$ cat config.mk
export PLATFORM = sky130hd
export DESIGN_NAME = rx8_bcd_parser
export DESIGN_NICKNAME = d
export VERILOG_FILES = /design/src/rtl/rx8_bcd_parser.sv
export SDC_FILE = /design/constraint.sdc
export NUM_CORES = 1
export LEC_CHECK = 0
export CORE_ASPECT_RATIO = 1.5
export CORE_MARGIN = 2
export CORE_UTILIZATION = 40
export DETAILED_ROUTE_END_ITERATION = 10
export GPL_ROUTABILITY_DRIVEN = 0
export GPL_TIMING_DRIVEN = 0
export PLACE_DENSITY_LB_ADDON = 0.2
export SYNTH_ARGS = -nofsm -noshare
export SYNTH_HDL_FRONTEND = slang
export SYNTH_SLANG_ARGS = --single-unit
$ cat constraint.sdc
create_clock -name clk -period 5.8 [get_ports clk]
set_input_delay 0.58 -clock clk [delete_from_list [all_inputs] [get_ports clk]]
set_output_delay 0.58 -clock clk [all_outputs]
set_load 0.02 [all_outputs]
$ cat src/rtl/rx8_bcd_parser.sv
// Receive-side byte parser for the UART byte bus: rebuilds bytes from ASCII hex pairs
// or passes ASCII through, and reports CR/LF line endings and malformed input.
module rx8_bcd_parser #(
  parameter int PAIR_TIMEOUT = 50000
) (
  input  logic       clk,
  input  logic       rst,
  input  logic       rx_en,
  input  logic       rx_BCD,
  input  logic [7:0] bu_rx_data,
  input  logic       bu_rx_data_rdy,
  output logic [7:0] rx_byte,
  output logic       rx_byte_vld,
  output logic       rx_eol,
  output logic       rx_err,
  output logic       rx_busy
);

  localparam int CW = $clog2(PAIR_TIMEOUT) + 1;
  localparam logic [CW-1:0] CNT_LAST = CW'(PAIR_TIMEOUT - 1);
  localparam logic [CW-1:0] CNT_MAX  = '1;
  localparam logic [7:0] CHAR_CR = 8'h0D;
  localparam logic [7:0] CHAR_LF = 8'h0A;

  typedef enum logic [1:0] {
    RX_IDLE,
    RX_HI,
    RX_CR
  } rx_state_t;

  rx_state_t     state, state_nxt;
  logic [3:0]    hi, hi_nxt;
  logic [CW-1:0] cnt, cnt_nxt;
  logic [7:0]    byte_nxt;
  logic          vld_nxt, eol_nxt, err_nxt;
  logic          is_hex;
  logic [3:0]    nib;

  // {valid, nibble}; letters have low bits 1..6, so adding 9 maps them onto A..F
  function automatic logic [4:0] hex_decode(input logic [7:0] d);
    logic [4:0] r;
    r = 5'b0;
    if (d >= 8'h30 && d <= 8'h39)
      r = {1'b1, d[3:0]};
    else if ((d >= 8'h41 && d <= 8'h46) || (d >= 8'h61 && d <= 8'h66))
      r = {1'b1, d[3:0] + 4'd9};
    return r;
  endfunction

  assign {is_hex, nib} = hex_decode(bu_rx_data);

  always_comb begin
    state_nxt = state;
    hi_nxt    = hi;
    cnt_nxt   = cnt;
    byte_nxt  = rx_byte;
    vld_nxt   = 1'b0;
    eol_nxt   = 1'b0;
    err_nxt   = 1'b0;
    if (!rx_en) begin
      state_nxt = RX_IDLE;
    end else if (bu_rx_data_rdy) begin
      if (state == RX_HI) begin
        state_nxt = RX_IDLE;
        if (is_hex) begin
          byte_nxt = {hi, nib};
          vld_nxt  = 1'b1;
        end else if (bu_rx_data == CHAR_CR) begin
          err_nxt   = 1'b1;
          eol_nxt   = 1'b1;
          state_nxt = RX_CR;
        end else if (bu_rx_data == CHAR_LF) begin
          err_nxt = 1'b1;
          eol_nxt = 1'b1;
        end else begin
          err_nxt = 1'b1;
        end
      end else if (state == RX_CR && bu_rx_data == CHAR_LF) begin
        // LF completing a CR+LF pair was already reported with the CR
        state_nxt = RX_IDLE;
      end else begin
        state_nxt = RX_IDLE;
        if (bu_rx_data == CHAR_CR) begin
          eol_nxt   = 1'b1;
          state_nxt = RX_CR;
        end else if (bu_rx_data == CHAR_LF) begin
          eol_nxt = 1'b1;
        end else if (!rx_BCD) begin
          byte_nxt = bu_rx_data;
          vld_nxt  = 1'b1;
        end else if (is_hex) begin
          hi_nxt    = nib;
          cnt_nxt   = '0;
          state_nxt = RX_HI;
        end else begin
          err_nxt = 1'b1;
        end
      end
    end else if (state == RX_HI) begin
      if (cnt == CNT_LAST) begin
        err_nxt   = 1'b1;
        state_nxt = RX_IDLE;
      end else if (cnt != CNT_MAX) begin
        cnt_nxt = cnt + CW'(1);
      end
    end
  end

  always_ff @(posedge clk or negedge rst) begin
    if (!rst) begin
      state       <= RX_IDLE;
      hi          <= 4'h0;
      cnt         <= '0;
      rx_byte     <= 8'h00;
      rx_byte_vld <= 1'b0;
      rx_eol      <= 1'b0;
      rx_err      <= 1'b0;
      rx_busy     <= 1'b0;
    end else begin
      state       <= state_nxt;
      hi          <= hi_nxt;
      cnt         <= cnt_nxt;
      rx_byte     <= byte_nxt;
      rx_byte_vld <= vld_nxt;
      rx_eol      <= eol_nxt;
      rx_err      <= err_nxt;
      rx_busy     <= (state_nxt == RX_HI);
    end
  end

endmodule

==> results.txt, run 1 <==
The flow ran to the end, and the final reports show no timing, DRC or antenna violations. The number of register bits inferred by synthesis is 35. The number of sinks driven by the clock tree came out at 35. In the routed design, unresolved DRC markers number 0. The kind of critical path is register to register. The total of cells resized after clock tree synthesis is 0. The ratio of final minimum period to clock period is a little over half. The leakage power of the design is between 1 and 1.5 nW. The depth of the CTS H-tree came out at 2. The number of clock buffers inserted by TritonCTS came out at 5. The startpoint identified for the worst register-to-register timing path is cnt[0]. The count of mapped cells out of synthesis is approximately 240. The count of antenna-violating nets left after detailed routing is 0. Yosys attributes the largest share of cell area to dfrtp_1 (40%), nand2_1 (5.7%), nor2_1 (4.1%).

Synthesis instantiated between 50 and 60 different standard cells from the library. After floorplanning, the core was sized to cover 0.005205 sq mm. The reg-to-reg setup timing slack is approximately 2.7 ns. The insertion delay of the later-clocked pin in the worst-skew pair is 0.29 ns.

From left edge to right edge, the die measures 64.29 um. The average routed wire per standard cell is around 15 um. The number of enable flip-flop cells after synthesis came out at 0.

The final total power is between 0.0006 and 0.0007 W. The total global routing overflow came out at 0. The fraction of post-synthesis cell area in the top cell type by area came out at 40.16%. The count of nets after finishing came out at 287. The global-route wire length before repair is roughly 9000 um. The die span in y came out at ~94 um. Subtracting the final worst setup slack from the clock period gives roughly 3.1 ns.

The internal power came out at ~0.00046 W. On the final layout, the worst clock skew is roughly 0.0055 ns. The worst setup path is captured at a register. The slew at the pin with the worst max-slew slack is roughly 0.80 ns. The number of placed I/O pins came out at 25. The first-pass detailed-route iteration total is 4. The switching fraction of total power came out at around 27%. The final-report hold violation count is 0. The number of global-route vias before repair is ~1900. The all-layer global routing usage came out at 18.92%. The depth of the most critical reg-to-reg path is 12.

The final setup TNS is 0 ns. Along the worst path, the maximum fanout reaches 10. The max-capacitance violation count is 0. The most common cell in the synthesized netlist is dfrtp_1. Setup violations remaining at the end of the flow were counted as 0. Per report_power, the sequential group accounts for between 40 and 50% of the total. The worst relative slew slack came out at 46.57%. The power density over cell area is ~240 mW/mm^2. The switching component of the power is about 0.00017 W. The layout cell share with drive strength beyond 1 is around an eighth. The class of the worst hold path is primary input to asynchronous set/reset pin. The number of nets handed over by synthesis was approximately 260. The setup fix buffers added after clock tree synthesis is 0. The total standard cell area after synthesis came out at around 0.0022 sq mm. The violation count after the first detailed-routing iteration came out at 106. At the worst endpoint, the arrival time is between 3 and 4 ns. Clock-pin slew was measured on the worst setup and hold paths at ~0.08 ns. The detailed placement HPWL came out at roughly 3800 um. The floorplan has 32 rows. The sequential-to-total area share from yosys stat is between 40 and 50%.

The maximum number of pins on one net before global-route repair is 36. Once the floorplan was initialized, standard cells occupied a little over two fifths of the core. The async set-or-reset flop fraction in the synthesized netlist came out at 100.0%. By count the netlist is led by dfrtp_1 (35), nand2_1 (33), nor2_1 (24), nand3_1 (11), a21oi_1 (10). STA classifies the critical path startpoint as a register.

The max-slew violation count was 0. In this run the critical register-to-register path is captured at cnt[4]. After synthesis, the mean cell area works out to between 9 and 10 sq um.

Setup repair after global routing left no endpoint under its margin. The required time of the critical path came out at roughly 6.0 ns. The proportion of power drawn by combinational gates came out at 17.7%. Dividing the detail-routed via count by the number of cells gives 5.641. The tree is rooted in a clkbuf_8. The summed area of non-filler cells in the final layout is between 0.002 and 0.003 sq mm. 0 antenna diodes ended up in the layout. In the synthesized netlist the dominant register cell turns out to be dfrtp_1. The full die area came out at 0.006071 sq mm. The detailed-route wire length came out at 5207 um. The clock passes through at most 2 buffers. The maximum ir drop on the vdd rail came out at between 100 and 150 uV.

The area growth from synthesis to layout came out at 19.62%. The total of warnings raised by yosys is 0. The count of hold buffers inserted by post-cts repair is 0. The via count is 1901. The peak clock frequency supported by timing came out at between 300 and 400 MHz.

The clock power share is around 37%. The number of antenna violations at the first check in global routing came to 0. The synthesized design spends more area on one cell type than any other, namely dfrtp_1. The placed instances occupy a cell area of ~0.0025 sq mm. The quantity of I/O buffers inserted on ports came out at 23. TritonCTS built the clock tree.
==> state kept, by name (all words and copies together) (netlist names) <==
name and cells:
cnt 17, hi 4, rx_busy 1, rx_byte 8, rx_byte_vld 1, rx_eol 1
rx_err 1, state 2
==> worst max-delay path by stage <==
stage / from / endpoint / slack (ns) / depth (start not counted)
3_5_place_dp: bu_rx_data[0] / cnt[8] / 2.54 / 10
4_1_cts: cnt[0] / cnt[2] / 2.74 / 12
6_report: cnt[0] / cnt[4] / 2.72 / 12
5_1_grt: cnt[0] / cnt[2] / 2.52 / 12
2_1_floorplan: cnt[0] / cnt[8] / 3.21 / 13
3_3_place_gp: bu_rx_data[0] / cnt[8] / 2.55 / 10
==> logic make-up (layout without fill, tap and decap cells) <==
group / Yosys count / count (layout) / share of synthesized area, %
AO/OA/AOI/OAI: 52 / 52 / 18.13
AND/OR/NAND/NOR: 113 / 113 / 27.71
flip-flops: 35 / 35 / 40.16
multiplexers: 9 / 9 / 4.246
buffers and inverters: 19 / 50 / 4.704
XOR/XNOR: 4 / 4 / 1.606
adder cells (fa/ha/maj): 6 / 6 / 3.442
==> area by class of cell <==
type	count	area, sq um
clock buffers	6	82.58
fillers	522	2596
multi-input cells	184	1202
inverters	7	26.28
flip-flops and latches	35	875.8
clock inverters	2	35.03
repair buffers	23	225.2
plain buffers	12	76.32
well taps	68	85.08
==> metal layers <==
metal / track usage (%) / share of wire (%)
met1: 20.69 / 40
met2: 35.33 / 53
met3: 3.337 / 4.6
met4: 8.156 / 2.5
met5: 0 / 0
==> metrics by stage <==
step	utilization (%)	cells	worst slack [ns]	hold slack [ns]
after floorplan	-	238	3.209	0.2844
after global placement	47.96	329	2.550	0.4716
after detailed placement	47.86	329	2.538	0.4764
after CTS	50.12	337	2.737	0.4003
after global routing	50.12	337	2.520	0.4431
final	50.12	337	2.725	0.3655
==> cell usage in the layout, fill, tap and decap left out, types with 3 or more instances in the layout <==
cell type / synthesis / final
and3_1: 5 / 5
clkbuf_8: 0 / 6
nand4_1: 4 / 4
nor2b_1: 3 / 3
inv_1: 7 / 7
a31oi_1: 6 / 6
nor3b_1: 3 / 3
nand2b_1: 5 / 5
dfrtp_1: 35 / 35
ha_1: 6 / 6
o21ai_1: 5 / 5
nor2_1: 24 / 24
mux2i_1: 7 / 7
xnor2_1: 4 / 4
buf_2: 3 / 4
clkdlybuf4s50_1: 0 / 22
nor3_1: 4 / 4
o21ai_0: 4 / 4
nand2_1: 33 / 33
a31o_1: 4 / 4
nor4_1: 4 / 4
buf_6: 3 / 3
clkbuf_1: 4 / 4
nand3_1: 11 / 11
a21oi_1: 10 / 10
==> power groups by stage <==
| stage | clock network (W) | logic (W) | registers [W] |
|---|---|---|---|
| floorplan | 0 | 0.0000521 | 0.000298 |
| detailed placement | 0 | 0.000113 | 0.000288 |
| finish | 0.000234 | 0.000111 | 0.000283 |
| CTS | 0.000240 | 0.000113 | 0.000283 |
| global placement | 0 | 0.000112 | 0.000288 |
| global route | 0.000249 | 0.000125 | 0.000287 |
==> critical path, cell delays in order (launching register included) <==
cell	delay (ns)
dfrtp_1	0.40
ha_1	0.20
and3_1	0.16
clkbuf_1	0.23
nand3_1	0.13
nor3_1	0.46
and4_1	0.32
ha_1	0.16
mux2i_1	0.07
nand3_1	0.31
a21oi_4	0.13
buf_6	0.19
a31o_1	0.20
No activity file was read; power rests on OpenSTA's default activity.
==> inputs of run 2 (changes only) <==
Clock period 5.8 ns to 2.8 ns, I/O delays scaled along.
==> run 2 against run 1 <==
Against the previous run:
- worst setup slack got worse by 2.5 ns
- critical endpoint is now cnt[12]
- clock skew decreased by 0.0012 ns
- utilization increased by 1.7 points
- clock-buffer cell count unchanged
- global-route usage increased by 0.58 points
- first-iteration DRC count decreased by 8.5%
- largest power group unchanged
- critical path depth unchanged
==> results.txt, run 2 (same netlist as run 1, synthesis figures left out) <==
The run finished with clean final reports. The cell at the slowest stage of the critical path is dfrtp_1. The clock-pin slew of the registers on the worst-case setup and hold paths came out at about 0.08 ns. The count of nets left with antenna violations once routing finished came out at 0. The clock power share came out at a little under two fifths. The count of endpoints failing setup in the final report came out at 0.

The detailed-route wire length is 5330 um. The root buffer cell is clkbuf_8. The share of the core filled with cells came out at 51.85%. The initial standard-cell utilization of the core is between 40% and 50%. Dividing total power by cell area gives a power density of between 400 and 500 mW/mm^2. The register with the most flip-flops is cnt. The quantity of I/O buffers inserted on ports is 23. The switching fraction of total power came out at 27.34%.

The worst relative slew slack is 46.03%. The detailed router finished its first iteration with just under 100 violations. The max-capacitance violation count came out at 0.

The number of clock buffers inserted by TritonCTS is 5. The reg-to-reg setup timing slack came out at between 0.15 and 0.2 ns. Leaving out fill and tap cells, the most frequent cell in the layout is dfrtp_1.

The maximum number of pins on one net before global-route repair came out at 36. For the worst flop-to-flop path, the logic depth is 12. The worst register-to-register path begins at cnt[1]. The required time of the critical path is 2.98 ns. The worst setup path is captured at a register. For this run, the top clock speed supported by timing is around 380 MHz. The worst setup path is launched from a register. At the later pin of the worst-skew pair, clock insertion delay measures a little under 0.3 ns. The library cells used most frequently in the layout, excluding fill and tap cells, are dfrtp_1 (35), nand2_1 (33), nor2_1 (24).

The clock period could shrink to 2.607 ns. The final-report hold violation count is 0. The floorplan step defined a die boundary enclosing 0.006071 sq mm. The count of fill cells added during filler insertion is a little over 500. Setup slack on the critical path of the routed design comes to 0.1933 ns. On the critical path the largest part of the delay comes from simple AND/OR/NAND/NOR gates.

Setup repair after global routing left no endpoint under its margin. Dividing the detail-routed via count by the number of cells gives approximately 5.6. The die span in y is roughly 94 um. The flip-flop count of the largest register after layout came out at 17. The via count came out at ~1900. The worst register-to-register path ends at cnt[12]. The proportion of power drawn by combinational gates came out at about a fifth.

The arrival time reported for the critical path endpoint is about 2.8 ns. Together, buffers and inverters on the worst path number 1. The max-slew violation count is 0.

The number of inserted diodes is 0. The number of sinks driven by the clock tree is 35. Walking the worst path, the cells encountered are ha_1 > and3_4 > nand3_2 > nor3_4 > and4_1 > ha_1 > mux2i_1 > nand3_2 > a21oi_4 > buf_12 > nand4_1 > mux2i_1. The post-detailed-route DRC marker count is 0. The maximum root-to-sink buffer count is 2. The number of global-route vias before repair came out at 1906. The number of cells in the design after placement came out at roughly 330. Per report_power, the sequential group accounts for between 40% and 50% of the total.

During I/O placement, the number of pins put on the boundary was 25. TritonCTS built the clock tree. The leakage power of the design came out at 1.169 nW.

The global-route wire length before repair is 9108 um. The ratio of final minimum period to clock period is 93.10%. The delay of the slowest cell on the worst path came out at approximately 0.4 ns.

The detailed placement HPWL came out at 3792 um. The worst hold path belongs to the class primary input to asynchronous set/reset pin. The all-layer global routing usage came out at between 10% and 20%.

The critical path in this run is classified as register to register. The analysis attributes to net switching a power of between 0.0003 and 0.0004 W. The count of nets after finishing is 293. The core area is ~0.0052 sq mm. The first-pass detailed-route iteration total is 4. The slew at the pin with the worst max-slew slack is 0.8096 ns. The number of antenna violations at the first check in global routing is 0. The final setup TNS came out at 0 ns. The count of non-filler cells in the finished layout is between 300 and 400. The number of rows in the core area is 32. The worst-case hold slack is slightly above 0.07 ns. The area growth from synthesis to layout is 23.75%. The pre-CTS setup slack is -0.2279 ns. Global routing finished with a remaining overflow of 0. Dividing the detail-routed wire length by the instance count gives between 15 and 20 um. The die is roughly 64 um wide. The internal power of the cells totals about 0.00096 W.

Clock skew on the completed layout was measured at around 0.0043 ns. The layout cell share with drive strength beyond 1 is 16.36%. The maximum net fanout on the critical path came out at 7. The depth of the CTS H-tree is 2. The maximum ir drop on the vdd rail is 259.0 uV. In the final layout, the registers with the most flip-flops are cnt (17), rx_byte (8), hi (4).
==> run 2: metrics by stage <==
step / total power (W) / instance area [sq um]
after floorplan: 0.0007262 / 2181
after global placement: 0.0008283 / 2496
after detailed placement: 0.0008305 / 2491
after CTS: 0.001326 / 2671
after global routing: 0.001388 / 2699
final: 0.001320 / 2699
==> run 2: how the worst max path moves through the flow <==
stage | cells past startpoint | startpoint | endpoint | slack (ns)
detailed placement | 12 | cnt[0] | cnt[2] | -0.23
global route | 10 | bu_rx_data[0] | cnt[15] | 0.002
CTS | 13 | cnt[1] | cnt[12] | 0.03
finish | 12 | cnt[1] | cnt[12] | 0.19
floorplan | 13 | cnt[0] | cnt[8] | 0.21
global placement | 12 | cnt[0] | cnt[6] | -0.25
==> run 2: per-layer routing <==
layer	share of wire, %	track usage, %	up-vias
met1	40	21.07	922
met5	0	0	-
li1	-	-	937
met4	3.0	8.688	0
met2	53	36.63	49
met3	3.9	3.337	17
==> run 2: repair_timing <==
item                                    CTS  global route
endpoints found under the setup margin   17            18
setup buffers                             4             2
cloned                                    1             0
pin swaps                                 1             0
hold buffers                              0             0
gates resized for setup                   3             4
==> run 2: final cells by class <==
type	count	area, sq um	area share [%]
Buffer	11	72.57	2.689
Clock buffer	6	82.58	3.060
Clock inverter	2	35.03	1.298
Inverter	7	26.28	0.9736
Multi-Input combinational cell	184	1234	45.71
Sequential cell	35	875.8	32.45
Tap cell	68	85.08	3.153
Timing Repair Buffer	30	287.8	10.66
==> run 2: power groups by stage <==
| stage | clock network (W) | registers [W] | logic (W) |
|---|---|---|---|
| after floorplan | 0 | 0.000618 | 0.000108 |
| after global placement | 0 | 0.000596 | 0.000232 |
| after detailed placement | 0 | 0.000597 | 0.000233 |
| after CTS | 0.000497 | 0.000585 | 0.000244 |
| after global routing | 0.000516 | 0.000591 | 0.000281 |
| final | 0.000485 | 0.000584 | 0.000252 |
==> inputs of run 3 (changes only) <==
Settings changed: CAP_MARGIN from default to 20, CORE_MARGIN 2 to 5.
==> run 3 against run 2 <==
Against the previous run:
- die area rose by 16%
- worst setup slack worse by 0.027 ns
- non-clock buffer count decreased by 3
- clock-buffer cell count did not move
- routed wire length up 1.3%
- global-route usage shrank 2.8 points
- utilization fell by 0.50 points
- maximum frequency down 1.0%
- clock power about the same
- sequential power is essentially flat
- total power grew 0.31%
- first-iteration DRC count increased by 26%
- critical path type is now primary input to register
- critical endpoint is now cnt[8]
==> results.txt, run 3 (same netlist as run 1, synthesis figures left out) <==
The slew at the pin with the worst max-slew slack is approximately 0.93 ns. The max-slew violation count is 0. The number of hold buffers added after CTS was 0.

Relative to the synthesized area, the layout overhead comes to 26.39%. During I/O placement, the number of pins put on the boundary was 25. The insertion delay of the later-clocked pin in the worst-skew pair is a little under 0.3 ns. Summed over all nets, the half-perimeter wirelength after detailed placement is roughly 3900 um. The routed design has between 5000 and 6000 um of wire. In the final design database the tool counted around 290 nets. The most common cell after layout, fill and taps aside is dfrtp_1.

The area after detailed placement is ~0.0025 sq mm. The maximum root-to-sink buffer count came out at 2. The count of endpoints failing setup in the final report is 0. The post-detailed-route DRC marker count came out at 0. The cell at the slowest stage of the critical path is clkdlybuf4s50_1. STA classifies the critical path endpoint as a register. The number of global-route vias before repair is about 1900. The largest registers in the layout are cnt (17), rx_byte (8), hi (4). The die span in y is 100.4 um. Once detail routing completed, the nets flagged for antenna violations numbered 0. The maximum net fanout on the critical path is 10. The worst setup skew after layout came out at ~0.003 ns. The total overflow left after global routing is 0. The flip-flop count of the largest register after layout is 17. The run finished with clean final reports. The number of rows in the core area is 33.

The power density over cell area is slightly below 500 mW/mm^2. Setup repair after global routing left no endpoint under its margin. The quantity of I/O buffers inserted on ports is 23. The post-route minimum period came out at approximately 2.6 ns.

The number of antenna violations at the first check in global routing came to 0. In this run the static leakage power is 1.168 nW. The delay of the slowest cell on the worst path came out at between 0.5 and 0.6 ns.

TritonCTS built the clock tree. The worst setup path is of the primary input to register kind. The worst pin sits at a relative slew slack of about 38%.

The worst setup path is launched from a primary input. The global-route wire length before repair is just over 9000 um. The top cell types in the final layout, fill and taps aside, are dfrtp_1 (35), nand2_1 (33), nor2_1 (24). The die width came out at 70.29 um. Ranked by flip-flop count, first place goes to cnt. Max-cap violations in this run came to 0. The maximum number of pins on one net before global-route repair is 36. The all-layer global routing usage is between 10% and 20%. The floorplan step defined a die boundary enclosing between 0.007 and 0.008 sq mm. The per-cell via count in the routed design came out at roughly 5.5. The average routed wire per standard cell is between 15 and 20 um. The initial standard-cell utilization of the core came out at between 40% and 50%.

The layout cell share with drive strength beyond 1 is roughly 17%. Traced cell by cell, the critical path runs through clkdlybuf4s50_1 > inv_1 > ha_1 > mux2_2 > a31oi_2 > nand3_4 > a21oi_4 > buf_6 > a21oi_2 > a31o_1. Across all layers, the routed design uses 1876 vias.

Timing would allow up to between 300 and 400 MHz. The core area is 0.005368 sq mm. The summed area of non-filler cells in the final layout came out at roughly 0.0028 sq mm. The arrival time reported for the critical path endpoint is approximately 2.8 ns. In this run the clock root is driven by a clkbuf_8.

Before antenna repair, the detailed router went through 4 iterations. The number of cells in the design after placement came out at ~330. Together, buffers and inverters on the worst path number 3.

0 antenna diodes ended up in the layout. The final-report hold violation count is 0. Of the available clock period, the critical path in the final layout requires 94.06%. Grouping stages by cell kind, the critical path spends the most delay in compound AO/OA/AOI/OAI gates. CTS built an H-tree with a depth of 2. The required time of the critical path came out at 2.99 ns. In this run, CTS created clock tree buffers numbering 5. The count of non-filler cells in the finished layout came out at approximately 340. The maximum ir drop on the vdd rail came out at 270.3 uV. Counting every sink on the clock net gives 35. After clock tree synthesis, the clock-pin slew on the worst setup and hold paths is roughly 0.07 ns. The class of the worst hold path is primary input to asynchronous set/reset pin. The violation count after the first detailed-routing iteration is 122.
==> run 3: area by class of cell <==
cell class	instances	area, sq um
flip-flops and latches	35	875.8
inverters	7	26.28
clock inverters	2	38.79
clock buffers	6	82.58
plain buffers	11	72.57
fillers	519	2611
multi-input cells	185	1305
repair buffers	27	267.8
well taps	70	87.58
==> run 3: stage by stage <==
stage	hold WS (ns)	setup slack (ns)	TNS [ns]	total power, W	utilization (%)
floorplan	-0.01559	0.2085	0	0.0007262	-
global placement	0.4715	-0.2444	-3.051	0.0008295	46.55
detailed placement	0.4184	-0.2940	-3.866	0.0008329	46.46
CTS	0.1045	0.01415	0	0.001338	50.51
global route	0.1521	0.02710	0	0.001396	51.35
finish	0.07980	0.1663	0	0.001325	51.35
==> run 3: layer usage <==
metal  global-route usage, %  part of all wire [%]  wire length [um]
met5                       0                     0                 0
met2                   30.74                    54              2916
met4                   7.375                   2.6               140
met3                   3.307                   4.3               234
met1                   18.19                    39              2110
==> run 3: worst reg2reg max path: stages, from the launching register on <==
cell and delay, ns:
dfrtp_1 0.41, ha_1 0.22, and3_4 0.22, nand3_2 0.11
nor3_4 0.06, and4_1 0.22, ha_1 0.20, mux2i_2 0.18
nand3_2 0.16, buf_12 0.19, a21oi_2 0.24, a21oi_1 0.12
a31o_1 0.19
==> run 3: path summary, 6_finish.rpt <==
kind | startpoint | end | slack [ns] | depth (start not counted)
min in group clk | bu_rx_data[2] | rx_eol | 0.34 | 3
max reg2reg | cnt[1] | cnt[4] | 0.18 | 12
min | rst | rx_byte[0] | 0.08 | 1
max in group asynchronous | rst | cnt[4] | 2.20 | 1
max | bu_rx_data[1] | cnt[8] | 0.17 | 10
min reg2reg | hi[0] | hi[0] | 0.49 | 2
==> run 3: power by group <==
| group | internal, W | switching (W) |
|---|---|---|
| logic | 0.000116 | 0.000135 |
| clock network | 0.000293 | 0.000196 |
| registers | 0.000553 | 0.0000331 |
| total | 0.000961 | 0.000363 |
==> run 3: what timing repair did <==
| item | 4_1_cts | 5_1_grt |
|---|---|---|
| gates cloned | 1 | 0 |
| buffers inserted | 3 | 1 |
| resized for setup | 7 | 8 |
| hold endpoints to repair | 0 | 0 |
| endpoints found under the setup margin | 17 | 21 |
| pin swaps | 1 | 2 |
